## src/rtl/hazard_pkg.sv

```systemverilog
// Shared types and constants for the ID-stage hazard/forwarding controller.
// Holds the stall FSM state enum, operand source-mode encodings, the
// register-file selector value and helpers that decode which operands are live.
package hazard_pkg;

    typedef enum logic {
        RUN   = 1'b0,
        STALL = 1'b1
    } state_e;

    // source_registers_signal encodings; 2'b11 is treated as "no operands".
    localparam logic [1:0] SRC_NONE    = 2'b00;
    localparam logic [1:0] SRC_RS1     = 2'b01;
    localparam logic [1:0] SRC_RS1_RS2 = 2'b10;

    // Operand-mux selector value meaning "read the register file".
    localparam int SEL_RF = 0;

    function automatic logic rs1_used(input logic [1:0] mode);
        return (mode == SRC_RS1) || (mode == SRC_RS1_RS2);
    endfunction

    function automatic logic rs2_used(input logic [1:0] mode);
        return (mode == SRC_RS1_RS2);
    endfunction

endpackage

```

## src/rtl/fwd_select.sv

```systemverilog
// Forwarding-source priority encoder for one ID operand.
// Ports: i_used/i_rs operand, i_dest/i_rf_en packed stage destinations and
// write enables; o_sel = lowest matching stage + 1 (0 = register file),
// o_ex_hit = operand matches the EX stage (slice 0). Purely combinational.
module fwd_select
    import hazard_pkg::*;
#(
    parameter int FWD_STAGES = 3,
    parameter int REG_ADDR_W = 5
) (
    input  logic                               i_used,
    input  logic [REG_ADDR_W-1:0]              i_rs,
    input  logic [FWD_STAGES*REG_ADDR_W-1:0]   i_dest,
    input  logic [FWD_STAGES-1:0]              i_rf_en,
    output logic [$clog2(FWD_STAGES+1)-1:0]    o_sel,
    output logic                               o_ex_hit
);

    localparam int SEL_W = $clog2(FWD_STAGES+1);

    logic [FWD_STAGES-1:0] w_hit;

    // x0 is hard-wired zero, so it never matches a producer.
    always_comb begin
        w_hit = '0;
        for (int k = 0; k < FWD_STAGES; k++) begin
            w_hit[k] = i_used && (i_rs != '0) && i_rf_en[k] &&
                       (i_dest[k*REG_ADDR_W +: REG_ADDR_W] == i_rs);
        end
    end

    // Scan oldest to youngest so the youngest (lowest index) hit wins.
    always_comb begin
        o_sel = SEL_W'(SEL_RF);
        for (int k = FWD_STAGES-1; k >= 0; k--) begin
            if (w_hit[k]) begin
                o_sel = SEL_W'(k + 1);
            end
        end
    end

    assign o_ex_hit = w_hit[0];

endmodule

```

## src/rtl/hazard_forward_ctrl.sv

```systemverilog
// ID-stage hazard detection and operand forwarding: per-operand forward select,
// load-use stall FSM (LOAD_STALL_CYCLES bubbles), branch flush and optional
// event counters. Outputs are combinational from inputs and registered state.
// Ports: clk/rst_n; id_rs1/id_rs2/source_registers_signal describe the ID
// instruction; stage_destination/stage_rf_enable/ex_load_instruction describe
// downstream stages; flush discards the ID instruction. Outputs: pa/pb_selector,
// load_enable, pc_enable, nop_signal, stall_count, flush_count.
// Optional feature: define HAZARD_STATS_EN to build the saturating counters;
// otherwise both counter outputs are tied to zero.
module hazard_forward_ctrl
    import hazard_pkg::*;
#(
    parameter int FWD_STAGES        = 3,
    parameter int LOAD_STALL_CYCLES = 1,
    parameter int REG_ADDR_W        = 5
) (
    input  logic                               clk,
    input  logic                               rst_n,
    input  logic [REG_ADDR_W-1:0]              id_rs1,
    input  logic [REG_ADDR_W-1:0]              id_rs2,
    input  logic [1:0]                         source_registers_signal,
    input  logic [FWD_STAGES*REG_ADDR_W-1:0]   stage_destination,
    input  logic [FWD_STAGES-1:0]              stage_rf_enable,
    input  logic                               ex_load_instruction,
    input  logic                               flush,
    output logic [$clog2(FWD_STAGES+1)-1:0]    pa_selector,
    output logic [$clog2(FWD_STAGES+1)-1:0]    pb_selector,
    output logic                               load_enable,
    output logic                               pc_enable,
    output logic                               nop_signal,
    output logic [31:0]                        stall_count,
    output logic [31:0]                        flush_count
);

    localparam int SEL_W = $clog2(FWD_STAGES+1);
    localparam int CNT_W = $clog2(LOAD_STALL_CYCLES+1);

    logic             w_rs1_used;
    logic             w_rs2_used;
    logic [SEL_W-1:0] w_sel_a;
    logic [SEL_W-1:0] w_sel_b;
    logic             w_ex_hit_a;
    logic             w_ex_hit_b;
    logic             w_hz;
    logic             w_stall;

    state_e           r_state;
    state_e           w_state_nxt;
    logic [CNT_W-1:0] r_cnt;
    logic [CNT_W-1:0] w_cnt_nxt;

    assign w_rs1_used = rs1_used(source_registers_signal);
    assign w_rs2_used = rs2_used(source_registers_signal);

    fwd_select #(
        .FWD_STAGES (FWD_STAGES),
        .REG_ADDR_W (REG_ADDR_W)
    ) u_fwd_a (
        .i_used   (w_rs1_used),
        .i_rs     (id_rs1),
        .i_dest   (stage_destination),
        .i_rf_en  (stage_rf_enable),
        .o_sel    (w_sel_a),
        .o_ex_hit (w_ex_hit_a)
    );

    fwd_select #(
        .FWD_STAGES (FWD_STAGES),
        .REG_ADDR_W (REG_ADDR_W)
    ) u_fwd_b (
        .i_used   (w_rs2_used),
        .i_rs     (id_rs2),
        .i_dest   (stage_destination),
        .i_rf_en  (stage_rf_enable),
        .o_sel    (w_sel_b),
        .o_ex_hit (w_ex_hit_b)
    );

    // Load in EX whose result a live ID operand needs: value not ready yet.
    // o_ex_hit already includes the EX write enable and the x0 filter.
    assign w_hz = ex_load_instruction && (w_ex_hit_a || w_ex_hit_b);

    always_ff @(posedge clk or negedge rst_n) begin
        if (!rst_n) begin
            r_state <= RUN;
            r_cnt   <= '0;
        end else begin
            r_state <= w_state_nxt;
            r_cnt   <= w_cnt_nxt;
        end
    end

    // r_cnt holds bubbles still owed after the current STALL cycle + 1;
    // leaving STALL when it reaches 1 yields exactly LOAD_STALL_CYCLES bubbles
    // counting the RUN cycle that detected the hazard.
    always_comb begin
        w_state_nxt = r_state;
        w_cnt_nxt   = r_cnt;
        w_stall     = 1'b0;
        if (flush) begin
            w_state_nxt = RUN;
            w_cnt_nxt   = '0;
        end else begin
            case (r_state)
                RUN: begin
                    if (w_hz) begin
                        w_stall = 1'b1;
                        if (LOAD_STALL_CYCLES > 1) begin
                            w_state_nxt = STALL;
                            w_cnt_nxt   = CNT_W'(LOAD_STALL_CYCLES - 1);
                        end
                    end
                end
                STALL: begin
                    w_stall   = 1'b1;
                    w_cnt_nxt = r_cnt - CNT_W'(1);
                    if (r_cnt == CNT_W'(1)) begin
                        w_state_nxt = RUN;
                    end
                end
                default: begin
                    w_state_nxt = RUN;
                    w_cnt_nxt   = '0;
                end
            endcase
        end
    end

    // Reset is applied to the outputs combinationally so the pipeline is held
    // (and NOPs injected) for the whole time rst_n is low.
    always_comb begin
        pa_selector = '0;
        pb_selector = '0;
        load_enable = 1'b0;
        pc_enable   = 1'b0;
        nop_signal  = 1'b1;
        if (rst_n) begin
            pa_selector = w_sel_a;
            pb_selector = w_sel_b;
            if (flush) begin
                // Discard the ID instruction but let fetch proceed to the target.
                load_enable = 1'b1;
                pc_enable   = 1'b1;
                nop_signal  = 1'b1;
            end else if (w_stall) begin
                load_enable = 1'b0;
                pc_enable   = 1'b0;
                nop_signal  = 1'b1;
            end else begin
                load_enable = 1'b1;
                pc_enable   = 1'b1;
                nop_signal  = 1'b0;
            end
        end
    end

`ifdef HAZARD_STATS_EN
    logic [31:0] r_stall_count;
    logic [31:0] r_flush_count;

    always_ff @(posedge clk or negedge rst_n) begin
        if (!rst_n) begin
            r_stall_count <= '0;
            r_flush_count <= '0;
        end else begin
            if (!pc_enable && (r_stall_count != '1)) begin
                r_stall_count <= r_stall_count + 32'd1;
            end
            if (flush && (r_flush_count != '1)) begin
                r_flush_count <= r_flush_count + 32'd1;
            end
        end
    end

    assign stall_count = r_stall_count;
    assign flush_count = r_flush_count;
`else
    assign stall_count = '0;
    assign flush_count = '0;
`endif

endmodule

```

## config.mk

```make
export PLATFORM = sky130hd
export DESIGN_NAME = hazard_forward_ctrl
export DESIGN_NICKNAME = d
export VERILOG_FILES = /design/src/rtl/hazard_pkg.sv /design/src/rtl/fwd_select.sv /design/src/rtl/hazard_forward_ctrl.sv
export SDC_FILE = /design/constraint.sdc
export NUM_CORES = 1
export LEC_CHECK = 0
export CAP_MARGIN = 10
export CORE_ASPECT_RATIO = 1.1
export CORE_MARGIN = 4
export CORE_UTILIZATION = 27
export DETAILED_ROUTE_END_ITERATION = 6
export GPL_ROUTABILITY_DRIVEN = 0
export PLACE_DENSITY = 0.82
export SLEW_MARGIN = 25
export SYNTH_ARGS = -nofsm -noshare
export SYNTH_HDL_FRONTEND = slang
export SYNTH_SLANG_ARGS = --single-unit
```

## constraint.sdc

```tcl
create_clock -name clk -period 2 [get_ports clk]
set_input_delay 0.4 -clock clk [delete_from_list [all_inputs] [get_ports clk]]
set_output_delay 0.4 -clock clk [all_outputs]
set_load 0.1 [all_outputs]
```

# Word level (Yosys, flattened, before mapping)
# Cells that the tools add are included.
# W data, S select, Z words.
[op_classes]
mux = 22
n_eq_ne = 8
bitwise_logic = 1
addsub = 1
reduce_logical = 20
[ops]
columns = ["op", "count"]
rows = [
  ["$eq A5 B5 Y1", 6],
  ["$mux W2", 8],
  ["$logic_and A1 B1 Y1", 15],
  ["$mux W1", 13],
  ["$reduce_bool A5 Y1", 2],
  ["$eq A2 B1 Y1 const B", 1],
  ["$eq A2 B2 Y1 const B", 1],
  ["$logic_or A1 B1 Y1", 2],
  ["$pmux W1 S2", 1],
  ["$reduce_bool A2 Y1", 1],
  ["$not A1 Y1", 1],
  ["$sub A1 B1 Y1 const B", 1],
]
[totals]
out_inout_bits = 71
word_cells = 54
input_bits = 34
reg_bits = 2

# Logic depth before layout (Yosys ltp)
[logic_depth]
word_depth = 13
depth_mapped = 7
depth_no_buf = 6

# Modules after synthesis
# A second synthesis with hierarchy kept.
[hier_totals]
cells_unflattened = 140
area_unflattened_um2 = 1079.8
[modules_own_cells]
columns = ["mod", "area_each_um2", "seq_area_each_um2", "cells_per_inst", "instances"]
rows = [
  ["hazard_forward_ctrl", 641.9, 50.0, 84, 1],
  ["fwd_select", 219.0, 0.0, 28, 2],
]

# Least setup slack after synthesis
# OpenSTA, ideal clock, no wires.
[synth_path]
path_kind = "input to output"
startpoint = "in id_rs2[0]"
endpoint = "out pb_selector[1]"
stages = 4
setup_slack_ns = -1.949
t_arrival_ns = 3.549
path_buffers = 0
required_ns = 1.600
cell_sequence = "or4_1 -> o21a_1 -> and4_4 -> a211oi_1"
[synth_via]
elab_chain_cells = 8
elab_cells_between_ends = 15
cone_classes = "eq/ne: 3; mux: 4; reduce/logical: 8"
[synth_rtl]
columns = ["item", "line", "source"]
rows = [
  ["from (decl)", "hazard_forward_ctrl.sv:20", "input logic [REG_ADDR_W-1:0] id_rs2,"],
  ["$reduce_bool A5 Y1", "fwd_select.sv:27", "w_hit[k] = i_used && (i_rs != '0) && i_rf_en[k] &&"],
  ["$logic_and A1 B1 Y1 (3 in series)", "fwd_select.sv:27", ""],
  ["$mux W2 (2 in series)", "fwd_select.sv:36", "if (w_hit[k]) begin"],
  ["$mux W2 *", "fwd_select.sv:36", ""],
  ["$mux W2 *", "hazard_forward_ctrl.sv:137", "if (rst_n) begin"],
  ["to (decl)", "hazard_forward_ctrl.sv:27", "output logic [$clog2(FWD_STAGES+1)-1:0] pb_selector,"],
]
# Every way passes the cells marked *; elsewhere a longest branch is shown, timed or not.

# Worst setup path in the final report
[layout_path]
startpoint = "in id_rs2[3]"
endpoint = "out pc_enable"
[layout_via]
elab_chain_cells = 12
elab_cells_between_ends = 13
cone_classes = "eq/ne: 1; mux: 6; reduce/logical: 6"
[layout_rtl]
columns = ["item", "line", "source"]
rows = [
  ["$reduce_bool A5 Y1", "fwd_select.sv:27", ""],
  ["$logic_and A1 B1 Y1 (2 in series)", "fwd_select.sv:27", ""],
  ["$logic_and A1 B1 Y1 *", "fwd_select.sv:27", ""],
  ["$logic_or A1 B1 Y1 *", "hazard_forward_ctrl.sv:81", "assign w_hz = ex_load_instruction && (w_ex_hit_a || w_ex_hit_b);"],
  ["$logic_and A1 B1 Y1 *", "hazard_forward_ctrl.sv:81", ""],
  ["$mux W1 *", "hazard_forward_ctrl.sv:106", "if (w_hz) begin"],
  ["$pmux W1 S2 *", "hazard_forward_ctrl.sv:104", "case (r_state)"],
  ["$mux W1 *", "hazard_forward_ctrl.sv:100", "if (flush) begin"],
  ["$mux W1 *", "hazard_forward_ctrl.sv:145", "end else if (w_stall) begin"],
  ["$mux W1 *", "hazard_forward_ctrl.sv:140", "if (flush) begin"],
  ["$mux W1 *", "hazard_forward_ctrl.sv:137", ""],
  ["to (decl)", "hazard_forward_ctrl.sv:29", "output logic pc_enable,"],
]
# Marked as above.

==> results list <==
- At the placement stage, the worst setup path has a slack of -0.785 ns.
* Post-route antenna net violation count: 0
* CTS Root Buffer Type: sky130_fd_sc_hd__clkbuf_8
- Static timing analysis puts the maximum clock frequency at 422 MHz.
- The repair_antennas step left the layout with diodes totalling 0.
- Highest-count cells in the layout ignoring fill and taps: sky130_fd_sc_hd__conb_1 (64), sky130_fd_sc_hd__xor2_1 (20), sky130_fd_sc_hd__buf_4 (20)
- Clock period minus worst slack: 2.37 ns
* Max Cap Violations: 0
- For this block, the initial DRC count from the detailed router was 18.
* Most area-consuming cells after synthesis: sky130_fd_sc_hd__buf_4 (47%), sky130_fd_sc_hd__xor2_1 (20%), sky130_fd_sc_hd__xnor2_1 (5.9%)
- Leaving out fill and tap cells, the most frequent cell in the layout is sky130_fd_sc_hd__conb_1.
- Fill count: 359
* Worst Hold Launch: r_cnt$_DFFE_PN0P_
* Most area-hungry cell type in the Yosys netlist: sky130_fd_sc_hd__buf_4
* Clock Pin Slew Worst Setup and Hold Paths: 0.03 ns
- Internal power: 305 uW
* Average cell area after synthesis: 7.75 sq um
- The worst setup path is of the in -> out kind.
* Overflow after GRT: 0
- Required time of the worst setup path: 1.60 ns
- Routed len/inst: 12.4 um
- The clock network burns 15.7% of the power.
* Number of enable-type register cells in the synthesized netlist: 0
- Final wirelength: 3.10 mm
- Maximum ir drop on the vdd rail: 280 uV
* Number of I/O pins: 105
- The clock reaches the later pin of the worst-skew pair after 0.21 ns.
- Signed area change from the synthesized netlist to the final layout: 64.9%
- The number of hold-slack violations in the final timing report was 0.
- Net switching is 69.1% of the power.
- Outcome: finished, violations left
- Measured along the x axis, the die boundary spans 67.1 um.
- Combinational fraction of design power: 80.1%
* Slowest cell delay on critical path: 0.52 ns
* Fraction of synthesis flops using an asynchronous set or reset pin: 100%
- Synthesis handed over a netlist of 134 instances.
* Setup repair after global routing missed its margin: yes
- Seq/Total Area, Yosys: 4.82%
* Final design area excluding fillers: 0.00171 sq mm
- After the last flow step, the layout net total stands at 237.
- The worst hold path belongs to the class reg -> reg.
- Cell count of the worst reg-to-reg path: 2
* Number of iterations in the first detailed-routing pass: 2
- Floorplan die area: 0.00490 sq mm
* Launch instance of the worst register-to-register path: r_state$_DFF_PN0_
- Along the worst hold path, the cell count comes to 1.
* Net switching component of the power: 682 uW
* Ordered list of cells on the worst path: buf_8 -> or4_4 -> o21a_1 -> and4_4 -> nor2b_4 -> o311a_4 -> buf_12
- Vias post-DR: 927
* Share of layout cells above drive strength 1: 38.0%
- Clock skew on the completed layout was measured at 0.000830 ns.
- On the critical path, the stage with the largest delay is an instance of sky130_fd_sc_hd__or4_4.
- In this run the static leakage power is 0.827 nW.
- Worst Hold Path EP: r_state$_DFF_PN0_
* Height of the chip: 73.0 um
- Post-DP HPWL: 2.45 mm
- Entering global routing, the biggest net connects 6 pins.
* CP Launch Point: id_rs2[3]
- The final critical path takes up 119% of the cycle.
* GRT Overall Usage: 11.8%
- Violations in the final reports: setup timing
- The most used flip-flop cell after synthesis is sky130_fd_sc_hd__dfrtp_1.
- Vias in the first global route: 991
- Setup slack of the critical path after layout: -0.371 ns
- During synthesis, Yosys emitted a total of 0 warnings.
* Number of rows in the core area: 23
* Count of placed standard cells including taps: 245
- TritonCTS clock tree: yes
- Final Slew Violations: 0
- Hold is met by 0.449 ns.
- Dividing total power by cell area gives a power density of 576 mW/mm^2.
- The endpoint identified for the worst register-to-register timing path is r_cnt$_DFFE_PN0P_.
- Summing every instance area after synthesis gives 0.00104 sq mm.
* Part of the power in registers: 4.1%
* Area of the core: 0.00368 sq mm
- After detailed routing, the number of vias per cell comes to 3.71.
- After synthesis, the largest area contributor takes up 47.0% of total cell area.
- Nature of the critical path endpoint: output pin
- Initial Utilization: 28.2%
- Setup violations remaining at the end of the flow were counted as 7.
* Filler-free cell count of the finished design: 250
- Critical path fanouts, max: 3
- The number of antenna violations at the first check in global routing came to 0.
- Counting distinct cell types in the post-synthesis netlist gives 24.
- Once placement finished, the instance area stood at 0.00157 sq mm.
* Arr. time, crit path: 1.97 ns
* Total clock buffers created by CTS: 3
* Global-route wire length before repair: 4.46 mm
* Worst setup slack for register-to-register paths: 1.26 ns
- Type of origin of the critical path: input pin
* Number of I/O port buffers: 40
- No sink is reached through more buffers than the 2 on the longest clock path.
- The synthesized design contains 2 register bits.
- Count of H-tree levels built during CTS: 1
- CTS saw 2 sinks.
* Number of remaining DRC errors: 0
[routing by layer]
layer / track usage [%] / part of all wire (%) / up-vias
li1: - / - / 437
met1: 11.9 / 33 / 425
met2: 23.4 / 56 / 59
met3: 1.69 / 8.3 / 6
met4: 4.73 / 2.4 / 0
met5: 0 / 0 / -
[per-stage QoR]
| stage | total power, mW | TNS (ns) | util (%) |
|---|---|---|---|
| after floorplan | 0.758 | -1.69 | - |
| after global placement | 0.800 | -4.81 | 42.7 |
| after CTS | 0.975 | -2.08 | 46.1 |
| final | 0.987 | -2.21 | 46.5 |
| after detailed placement | 0.804 | -5.06 | 42.7 |
| after global routing | 1.02 | -2.45 | 46.5 |
[power by group through the flow]
stage                     Clock, mW  Sequential, mW  Combinational, mW
after floorplan                   0          0.0412              0.717
after global placement            0          0.0412              0.759
after detailed placement          0          0.0412              0.763
after CTS                     0.157          0.0408              0.776
after global routing          0.169          0.0408              0.812
final                         0.155          0.0408              0.791
[synth_stat cells, types with 2 or more instances]
library cell                n
sky130_fd_sc_hd__a21oi_1    2
sky130_fd_sc_hd__buf_4     65
sky130_fd_sc_hd__dfrtp_1    2
sky130_fd_sc_hd__inv_1      3
sky130_fd_sc_hd__nand2b_1   2
sky130_fd_sc_hd__nand4_1    4
sky130_fd_sc_hd__nor2_1     3
sky130_fd_sc_hd__nor3_1     2
sky130_fd_sc_hd__nor4_1     6
sky130_fd_sc_hd__o21a_1     2
sky130_fd_sc_hd__xnor2_1    7
sky130_fd_sc_hd__xor2_1    24
[worst max-delay path by stage]
stage	end	slack, ns	cells after the start
6_report	pc_enable	-0.37	7
5_1_grt	pc_enable	-0.40	7
4_1_cts	pb_selector[1]	-0.36	7
3_5_place_dp	pc_enable	-0.78	7
3_3_place_gp	pc_enable	-0.75	7
2_1_floorplan	pb_selector[1]	-0.51	4
[timing repair]
| action | 4_1_cts | 5_1_grt |
|---|---|---|
| hold buffers | 0 | 0 |
| gates cloned | 0 | 0 |
| endpoints found under the setup margin | 7 | 7 |
| buffers inserted | 2 | 1 |
| resized for setup | 100 | 14 |
| pin swaps | 20 | 14 |
[worst max-delay path, delay by kind of cell]
kind | cells | cell delay (ns)
AOI/OAI and AO/OA | 2 | 0.44
buffers and inverters | 2 | 0.27
and+or+nand+nor | 3 | 0.86
[cell type report]
cell class                      instances  area [sq um]  area share, %
Clock buffer                            3          41.3           2.41
Tap cell                               50          62.6           3.65
Timing Repair Buffer                   65           652           38.1
Inverter                                3          11.3          0.657
Multi-Input combinational cell        127           896           52.3
Sequential cell                         2          50.0           2.92
[cells by family (layout without fill, tap and decap cells)]
kind of cell / after synthesis / in the layout / synth area share (%)
adder cells (fa/ha/maj): 1 / 1 / 1.20
flip-flops: 2 / 2 / 4.82
AND/OR/NAND/NOR: 24 / 24 / 14.8
AO/OA/AOI/OAI: 7 / 7 / 4.58
XOR/XNOR: 31 / 31 / 26.1
buffers and inverters: 68 / 71 / 48.1
other: 1 / 64 / 0.361
[state kept, by name, summed over array words and instances (netlist names)]
name / flops
r_state: 1
r_cnt: 1
Power figures use the tool's default switching activity.
